<file path="src/rtl/lsu_bus_if_pkg.sv">
// Shared types for the load/store bus interface: access-size encodings,
// FSM states and the natural-alignment rule.
package lsu_bus_if_pkg;

    localparam int XLEN   = 64;
    localparam int ADDR_W = 32;

    typedef enum logic [2:0] {
        MEMOP_B     = 3'b000,
        MEMOP_H     = 3'b001,
        MEMOP_W     = 3'b010,
        MEMOP_D     = 3'b011,
        MEMOP_BU    = 3'b100,
        MEMOP_HU    = 3'b101,
        MEMOP_WU    = 3'b110,
        MEMOP_D_ALT = 3'b111
    } memop_e;

    // state | meaning
    // IDLE  | no access in flight, accepting core requests
    // REQ   | bus_req_valid asserted, payload held until ready
    // WAIT  | request accepted, waiting for the response pulse
    // DONE  | stall released for one cycle so the core commits
    typedef enum logic [1:0] {
        ST_IDLE = 2'd0,
        ST_REQ  = 2'd1,
        ST_WAIT = 2'd2,
        ST_DONE = 2'd3
    } lsu_state_e;

    function automatic logic memop_aligned(input memop_e op, input logic [2:0] off);
        case (op)
            MEMOP_B, MEMOP_BU: return 1'b1;
            MEMOP_H, MEMOP_HU: return ~off[0];
            MEMOP_W, MEMOP_WU: return (off[1:0] == 2'b00);
            default:           return (off == 3'b000);
        endcase
    endfunction

endpackage

</file>
<file path="src/rtl/lsu_align.sv">
// Byte-lane steering: store data/strobe placement and load extract/extend.
module lsu_align
    import lsu_bus_if_pkg::*;
#(
    parameter int XLEN = 64
) (
    input  logic [2:0]        st_off,
    input  memop_e            st_op,
    input  logic [XLEN-1:0]   st_data,
    output logic [XLEN-1:0]   lane_wdata,
    output logic [XLEN/8-1:0] lane_wstrb,
    input  logic [2:0]        ld_off,
    input  memop_e            ld_op,
    input  logic [XLEN-1:0]   rdata,
    output logic [XLEN-1:0]   ld_data
);

    localparam int SW = XLEN / 8;

    logic [XLEN-1:0] rd_shift;

    always_comb begin
        lane_wdata = st_data << {st_off, 3'b000};
        lane_wstrb = '0;
        case (st_op)
            MEMOP_B, MEMOP_BU: lane_wstrb = SW'(1)  << st_off;
            MEMOP_H, MEMOP_HU: lane_wstrb = SW'(3)  << st_off;
            MEMOP_W, MEMOP_WU: lane_wstrb = SW'(15) << st_off;
            default:           lane_wstrb = '1;
        endcase
    end

    always_comb begin
        rd_shift = rdata >> {ld_off, 3'b000};
        ld_data  = rd_shift;
        case (ld_op)
            MEMOP_B:  ld_data = {{(XLEN-8){rd_shift[7]}},   rd_shift[7:0]};
            MEMOP_H:  ld_data = {{(XLEN-16){rd_shift[15]}}, rd_shift[15:0]};
            MEMOP_W:  ld_data = {{(XLEN-32){rd_shift[31]}}, rd_shift[31:0]};
            MEMOP_BU: ld_data = {{(XLEN-8){1'b0}},          rd_shift[7:0]};
            MEMOP_HU: ld_data = {{(XLEN-16){1'b0}},         rd_shift[15:0]};
            MEMOP_WU: ld_data = {{(XLEN-32){1'b0}},         rd_shift[31:0]};
            default:  ld_data = rd_shift;
        endcase
    end

endmodule

</file>
<file path="src/rtl/lsu_bus_if.sv">
// Load/store unit: turns core data-memory accesses into valid/ready bus
// transactions and stalls the core until each one completes.
module lsu_bus_if
    import lsu_bus_if_pkg::*;
#(
    parameter int XLEN   = 64,
    parameter int ADDR_W = 32
) (
    input  logic              clk,
    input  logic              rst_n,
    input  logic              core_ld,
    input  logic              core_st,
    input  logic [XLEN-1:0]   core_addr,
    input  logic [XLEN-1:0]   core_wdata,
    input  logic [2:0]        core_memop,
    output logic [XLEN-1:0]   core_rdata,
    output logic              stall,
    output logic              misalign,
    output logic              bus_req_valid,
    input  logic              bus_req_ready,
    output logic [ADDR_W-1:0] bus_addr,
    output logic              bus_we,
    output logic [XLEN-1:0]   bus_wdata,
    output logic [XLEN/8-1:0] bus_wstrb,
    input  logic              bus_rsp_valid,
    input  logic [XLEN-1:0]   bus_rdata
);

    lsu_state_e        state;
    memop_e            op_q;
    logic [2:0]        off_q;
    logic              mis_hold;
    logic              req;
    logic              aligned;
    logic              misaligned_now;
    memop_e            core_op;
    logic [XLEN-1:0]   lane_wdata;
    logic [XLEN/8-1:0] lane_wstrb;
    logic [XLEN-1:0]   ld_data;
    logic              unused_addr_hi;

    assign core_op        = memop_e'(core_memop);
    assign req            = core_ld | core_st;
    assign aligned        = memop_aligned(core_op, core_addr[2:0]);
    assign misaligned_now = (state == ST_IDLE) & req & ~aligned;
    assign stall          = req & (state != ST_DONE) & ~misaligned_now;
    assign unused_addr_hi = ^core_addr[XLEN-1:ADDR_W];

    lsu_align #(.XLEN(XLEN)) u_align (
        .st_off     (core_addr[2:0]),
        .st_op      (core_op),
        .st_data    (core_wdata),
        .lane_wdata (lane_wdata),
        .lane_wstrb (lane_wstrb),
        .ld_off     (off_q),
        .ld_op      (op_q),
        .rdata      (bus_rdata),
        .ld_data    (ld_data)
    );

    always_ff @(posedge clk or negedge rst_n) begin
        if (!rst_n) begin
            state         <= ST_IDLE;
            op_q          <= MEMOP_B;
            off_q         <= '0;
            mis_hold      <= 1'b0;
            misalign      <= 1'b0;
            bus_req_valid <= 1'b0;
            bus_we        <= 1'b0;
            bus_addr      <= '0;
            bus_wdata     <= '0;
            bus_wstrb     <= '0;
            core_rdata    <= '0;
        end else begin
            // mis_hold suppresses a repeat pulse while the core keeps presenting the same bad access
            misalign <= misaligned_now & ~mis_hold;
            mis_hold <= misaligned_now;
            case (state)
                ST_IDLE: begin
                    if (req && aligned) begin
                        bus_req_valid <= 1'b1;
                        bus_we        <= core_st;
                        bus_addr      <= {core_addr[ADDR_W-1:3], 3'b000};
                        bus_wdata     <= core_st ? lane_wdata : '0;
                        bus_wstrb     <= core_st ? lane_wstrb : '0;
                        op_q          <= core_op;
                        off_q         <= core_addr[2:0];
                        state         <= ST_REQ;
                    end
                end
                ST_REQ: begin
                    if (bus_req_ready) begin
                        bus_req_valid <= 1'b0;
                        state         <= ST_WAIT;
                    end
                end
                ST_WAIT: begin
                    if (bus_rsp_valid) begin
                        if (!bus_we) core_rdata <= ld_data;
                        state <= ST_DONE;
                    end
                end
                default: state <= ST_IDLE;
            endcase
        end
    end

endmodule

</file>
<file path="config.mk">
export PLATFORM = sky130hd
export DESIGN_NAME = lsu_bus_if
export DESIGN_NICKNAME = d
export VERILOG_FILES = /design/src/rtl/lsu_bus_if_pkg.sv /design/src/rtl/lsu_align.sv /design/src/rtl/lsu_bus_if.sv
export SDC_FILE = /design/constraint.sdc
export NUM_CORES = 1
export LEC_CHECK = 0
export BUFFER_PORTS_ARGS = -buffer_cell sky130_fd_sc_hd__buf_4
export CAP_MARGIN = 20
export CORE_MARGIN = 10
export CORE_UTILIZATION = 54
export CTS_CLUSTER_DIAMETER = 200
export DETAILED_ROUTE_END_ITERATION = 10
export PLACE_DENSITY = 0.83
export SLEW_MARGIN = 20
export SYNTH_ARGS = -nofsm -noshare
export SYNTH_HDL_FRONTEND = slang
export SYNTH_SLANG_ARGS = --single-unit
</file>
<file path="constraint.sdc">
create_clock -name clk -period 4.95 [get_ports clk]
set_input_delay 0.7425 -clock clk [delete_from_list [all_inputs] [get_ports clk]]
set_output_delay 0.7425 -clock clk [all_outputs]
set_load 0.02 [all_outputs]
</file>
== Word-level counts from Yosys, hierarchy flattened ==
Index checks and enable logic that the tools add are counted.

* Logic and storage cells: 69
* Flip-flop bits (word level): 177

* Shifts and indexed selects: 5
* Reduce and logical (&&, ||, !) cells: 14
* Muxes and demuxes: 12
* Bitwise logic cells: 11
* Eq/ne operators: 16

{| class="wikitable"
|+ Operators by type and width
! cell !! count
|-
| $pmux 64 s6 || 1
|-
| $mux 64 || 1
|-
| $shl 64x6->64 || 1
|-
| $shr 64x6->64 || 1
|-
| $pmux 8 s3 || 1
|-
| $eq 3x3->1 const B || 6
|-
| $logic_not 3->1 || 3
|-
| $reduce_and 3->1 || 3
|-
| $mux 8 || 1
|-
| $shl 1x3->8 const A || 1
|-
| $shl 2x3->8 const A || 1
|-
| $shl 4x3->8 const A || 1
|-
| $eq 3x1->1 const B || 2
|-
| $eq 3x2->1 const B || 2
|-
| $mux 2 || 3
|-
| $ne 2x2->1 const B || 3
|-
| $pmux 2 s3 || 1
|-
| $reduce_or 2->1 || 3
|-
| $and 1x1->1 || 5
|-
| $not 1->1 || 5
|-
| $logic_not 2->1 || 2
|-
| $pmux 1 s3 || 1
|-
| $eq 2x1->1 const B || 1
|-
| $eq 2x2->1 const B || 1
|-
| other kinds (7) || 8
|}

== Depth between registers and ports, before layout ==
* Word-level depth: 7
* Mapped depth: 8

== Cells and area by module ==
A second synthesis with hierarchy kept.

* Cells, all modules: 1144
* Area total of the unflattened synthesis: 11066.9 um^2

{| class="wikitable"
|+ By module, submodules not included
! module !! seq. area each (um^2) !! area each (um^2) !! cells each !! times used
|-
| lsu_bus_if || 4429.2 || 6911.6 || 568 || 1
|-
| lsu_align || 0.0 || 4155.2 || 576 || 1
|}

== Worst setup path after synthesis ==
No wires, ideal clock.

* Path kind: input to output
* Start: in core_addr[0]
* End: out stall
* Stages: 4
* Arrival: 1745 ps
* Path slack: 2462 ps
* Cell sequence: buf_2 a21oi_2 o21ai_1 a211oi_1

* Cells in the longest elaborated chain, start to end: 6
* Elaborated cells on any way between the ends: 8
* Those cells by class: mux (1); bitwise (5); reduce/logical (2)

{| class="wikitable"
|+ RTL lines
! item !! line !! text
|-
| start, declared || lsu_bus_if.sv:13 || <nowiki>input logic [XLEN-1:0] core_addr,</nowiki>
|-
| $logic_not 3->1, or another cell as far along || lsu_bus_if_pkg.sv:36 || <nowiki>default: return (off == 3'b000);</nowiki>
|-
| $pmux 1 s3 (*) || lsu_bus_if_pkg.sv:32 || <nowiki>case (op)</nowiki>
|-
| $not 1->1 (*) || lsu_bus_if.sv:45 || <nowiki>assign misaligned_now = (state == ST_IDLE) & req & ~aligned;</nowiki>
|-
| $and 1x1->1 (*) || lsu_bus_if.sv:45 ||
|-
| $not 1->1 (*) || lsu_bus_if.sv:46 || <nowiki>assign stall = req & (state != ST_DONE) & ~misaligned_now;</nowiki>
|-
| $and 1x1->1 (*) || lsu_bus_if.sv:46 ||
|-
| end, declared || lsu_bus_if.sv:17 || <nowiki>output logic stall,</nowiki>
|}

Every way passes the cells marked *; elsewhere a longest branch is shown, timed or not.

== Worst setup path in the final report ==
* Start: reg off_q[1]
* End: reg core_rdata[25]

* Cells in the longest elaborated chain, start to end: 2

{| class="wikitable"
|+ RTL lines
! item !! line !! text
|-
| start, declared || lsu_bus_if.sv:31 || <nowiki>logic [2:0] off_q;</nowiki>
|-
| start signal, assigned || lsu_bus_if.sv:87 || <nowiki>off_q <= core_addr[2:0];</nowiki>
|-
| $shr 64x6->64 || lsu_align.sv:34 || <nowiki>rd_shift = rdata >> {ld_off, 3'b000};</nowiki>
|-
| $pmux 64 s6 || lsu_align.sv:36 || <nowiki>case (ld_op)</nowiki>
|-
| end signal, assigned || lsu_bus_if.sv:99 || <nowiki>if (!bus_we) core_rdata <= ld_data;</nowiki>
|-
| end, declared || lsu_bus_if.sv:16 || <nowiki>output logic [XLEN-1:0] core_rdata,</nowiki>
|}

Every way passes these cells.
A chain may end at the register's enable or synchronous reset.

==> reports/qor.csv <==
metric;value;unit
status;complete, no violations;
width of the die;157;microns
nets@finish;1497;
summed instance area of the synthesized netlist;10100;sq um
Overflow after GRT;0;
endpoints failing setup;0;
worst-case clock skew;0.00988;ns
worst slew margin relative to its limit;31.3;%
GR Util All Layers;27.8;%
clock root buffer;clkbuf_16;
HPWL after detailed placement;26600;microns
die span in y;157;microns
hold buffer count at CTS;0;
total number of H-tree levels;4;
number of buffers on the longest clock path;2;
wire per inst;23.2;microns
flip-flop cell with the highest count after synthesis;dfrtp_1;
combinational share of power;52.8;%
CP Capture Type;flip-flop;
sw frac;44.6;%
Resized Gates After CTS;0;
number of buffers created by CTS;17;
sequential share of power;30.7;%
Placement Rows;49;
Detail Route Antenna Nets;0;
Synthesis Warnings;0;
final std cells w/o fill;1534;
worst min-delay path class;in -> async;
port bufs;337;
Clk pin slew, worst setup/hold paths;0.08;ns
number of placed instances with taps included;1502;
Core Area;18200;sq um
critical path data arrival time;3.33;ns
number of buffers added for setup after CTS;0;
worst slack at placement;1.59;ns
pin count of the biggest net entering global routing;108;
first-pass iteration count of the detailed router;6;
number of enable flip-flop cells after synthesis;0;
Routed Wire Length;35500;microns
starting density of the core;55.5;%
number of global-route vias before repair;9388;
internal power summed over all cells;4770;uW
wire length of the first global-routing pass;53500;microns
number of antenna violations at the first check in global routing;0;
final cycle utilization of the critical path;60.0;%
final estimated routing congestion in global placement;0.934;
sum of negative setup slack;0;ns
proportion of synthesized chip area in sequential cells;43.8;%
Final Core Density;72.7;%
clock tree from TritonCTS;done;
n_diodes;0;
total leakage power;0.00611;uW
total number of vias;9474;
average cell area after synthesis;9.96;sq um
power density normalized to cell area;650;nW/um^2
Die Outline Area;24600;sq um
critical path peak fanout;32;
switching pwr;3840;uW
number of hold-slack violations in the final timing report;0;
clock period minus worst slack;2.97;ns
clock tree sinks;177;
post-layout worst setup margin;1.98;ns
number of instances in the synthesized netlist;1015;
Ports;373;
Worst Path Class, Setup;reg -> reg;
max-cap viol count;0;
Synth-to-Final Area Change;31.0;%
DRC Markers;0;
initial detailed-routing violation count;1032;
proportion of synthesized flip-flops having asynchronous set or reset;100;%
data required time at the worst endpoint;5.31;ns
Slew Viols, Final;0;
achievable clock frequency;0.337;GHz
share of power burned in the clock network;16.5;%
register bit total from synthesis;177;
clock insertion delay at the later pin of the skew report;0.44;ns
count of unique library cells instantiated by Yosys;60;
fraction of final layout cells sized beyond drive strength 1;36.6;%
maximum VDD drop;353;uV
worst slew pin tran;1.03;ns
Worst setup SP type;flip-flop;
setup repair after global routing missed its margin;false;
per-cell via count in the routed design;6.18;
==> logic make-up (layout without fill, tap and decap cells) <==
group	count (synthesis)	count (layout)	synth area share, %
mux	147	147	18.9
compound gates	281	281	18.4
simple gates	303	303	13.4
flops	177	177	43.8
buf+inv	102	390	4.92
other cells	1	3	0.0371
fa+ha+maj	4	4	0.495
==> critical path, stage by stage, from the launching register on <==
cell	delay (ns)
dfrtp_2	0.67
buf_4	0.37
nor2b_1	0.71
nor2b_1	0.71
a21oi_1	0.23
a31oi_1	0.20
==> layer usage <==
metal / GRT usage (%) / vias to the layer above / wire length, microns
met1: 34.5 / 4564 / 13300
li1: - / 4249 / -
met5: 0 / - / 0
met2: 43.2 / 568 / 16300
met4: 13.4 / 0 / 1650
met3: 8.61 / 93 / 4290
==> path summary, 6_finish.rpt <==
check	startpoint	end	slack (ns)	cells past startpoint
setup / recovery	off_q[1]	core_rdata[25]	1.98	5
hold / removal	rst_n	core_rdata[27]	0.35	1
setup reg to reg	off_q[1]	core_rdata[25]	1.98	5
hold reg to reg	mis_hold	misalign	0.41	1
max in group asynchronous	rst_n	bus_addr[24]	3.44	2
min in group clk	mis_hold	misalign	0.41	1
==> synth_stat cells (2+ instances only) <==
cell,n,share of area [%]
dfrtp_1,177,44
nand2_1,156,5.8
nor2_1,84,3.1
mux2i_1,64,6.3
o21ai_0,63,3.1
a31oi_1,55,3.4
mux2_2,51,5.7
a21oi_1,44,2.2
buf_2,36,1.8
a22o_1,34,2.9
clkbuf_1,33,1.2
nor2b_1,32,2.0
mux4_2,29,6.5
a211oi_1,24,1.8
buf_4,14,1.0
o22ai_1,11,0.68
o31a_1,9,0.78
a32oi_1,8,0.69
inv_1,8,0.30
o22a_1,8,0.69
and3_1,7,0.43
o2bb2ai_1,7,0.61
buf_1,6,0.22
nand2b_1,5,0.31
ha_1,4,0.50
nand3_1,3,0.15
nor3_1,3,0.15
a221oi_1,2,0.17
a22oi_1,2,0.15
buf_6,2,0.22
inv_2,2,0.074
mux2_1,2,0.22
nor4_4,2,0.42
o21ai_1,2,0.099
==> cell usage in the layout (no fill, tap or decap), types with 4 or more instances in the layout <==
| master | synthesis | layout |
|---|---|---|
| o22ai_1 | 11 | 11 |
| inv_1 | 8 | 8 |
| o2bb2ai_1 | 7 | 7 |
| buf_4 | 14 | 345 |
| and3_1 | 7 | 7 |
| nand2_1 | 156 | 156 |
| o21ai_0 | 63 | 63 |
| mux2i_1 | 64 | 64 |
| a32oi_1 | 8 | 8 |
| a21oi_1 | 44 | 44 |
| dfrtp_1 | 177 | 175 |
| nand2b_1 | 5 | 5 |
| a31oi_1 | 55 | 55 |
| a22o_1 | 34 | 34 |
| o31a_1 | 9 | 9 |
| inv_12 | 0 | 4 |
| ha_1 | 4 | 4 |
| nor2b_1 | 32 | 32 |
| clkinv_8 | 0 | 8 |
| mux4_2 | 29 | 29 |
| a211oi_1 | 24 | 24 |
| clkbuf_16 | 0 | 17 |
| nor2_1 | 84 | 84 |
| mux2_2 | 51 | 51 |
| o22a_1 | 8 | 8 |
==> power by group through the flow <==
stage	clock, uW	sequential, uW	combinational, uW
after floorplan	0	3280	2060
after global placement	0	2630	4420
after detailed placement	0	2650	4540
after CTS	1440	2630	4550
after global routing	1490	2720	4870
final	1420	2640	4540
==> through the flow <==
step	power [uW]	instance area [sq um]	hold slack, ns
after detailed placement	7180	12600	0.406
after floorplan	5340	10100	0.387
after CTS	8620	13200	0.389
final	8610	13200	0.351
after global placement	7050	12600	0.393
after global routing	9080	13200	0.404
==> layout make-up <==
type                    instances  area, sq um
clock buffers                  17          425
clock inverters                15          221
fillers                      1310         4980
inverters                      10         37.5
multi-input cells             738         5190
flip-flops and latches        177         4430
well taps                     229          287
repair buffers                348         2640
==> flip-flops by register name (all words and copies together) (netlist names) <==
name           count
bus_addr          29
bus_wdata         64
bus_req_valid      1
core_rdata        64
misalign           1
op_q               3
bus_wstrb          8
mis_hold           1
state              2
off_q              3
bus_we             1
Power figures use the tool's default switching activity.
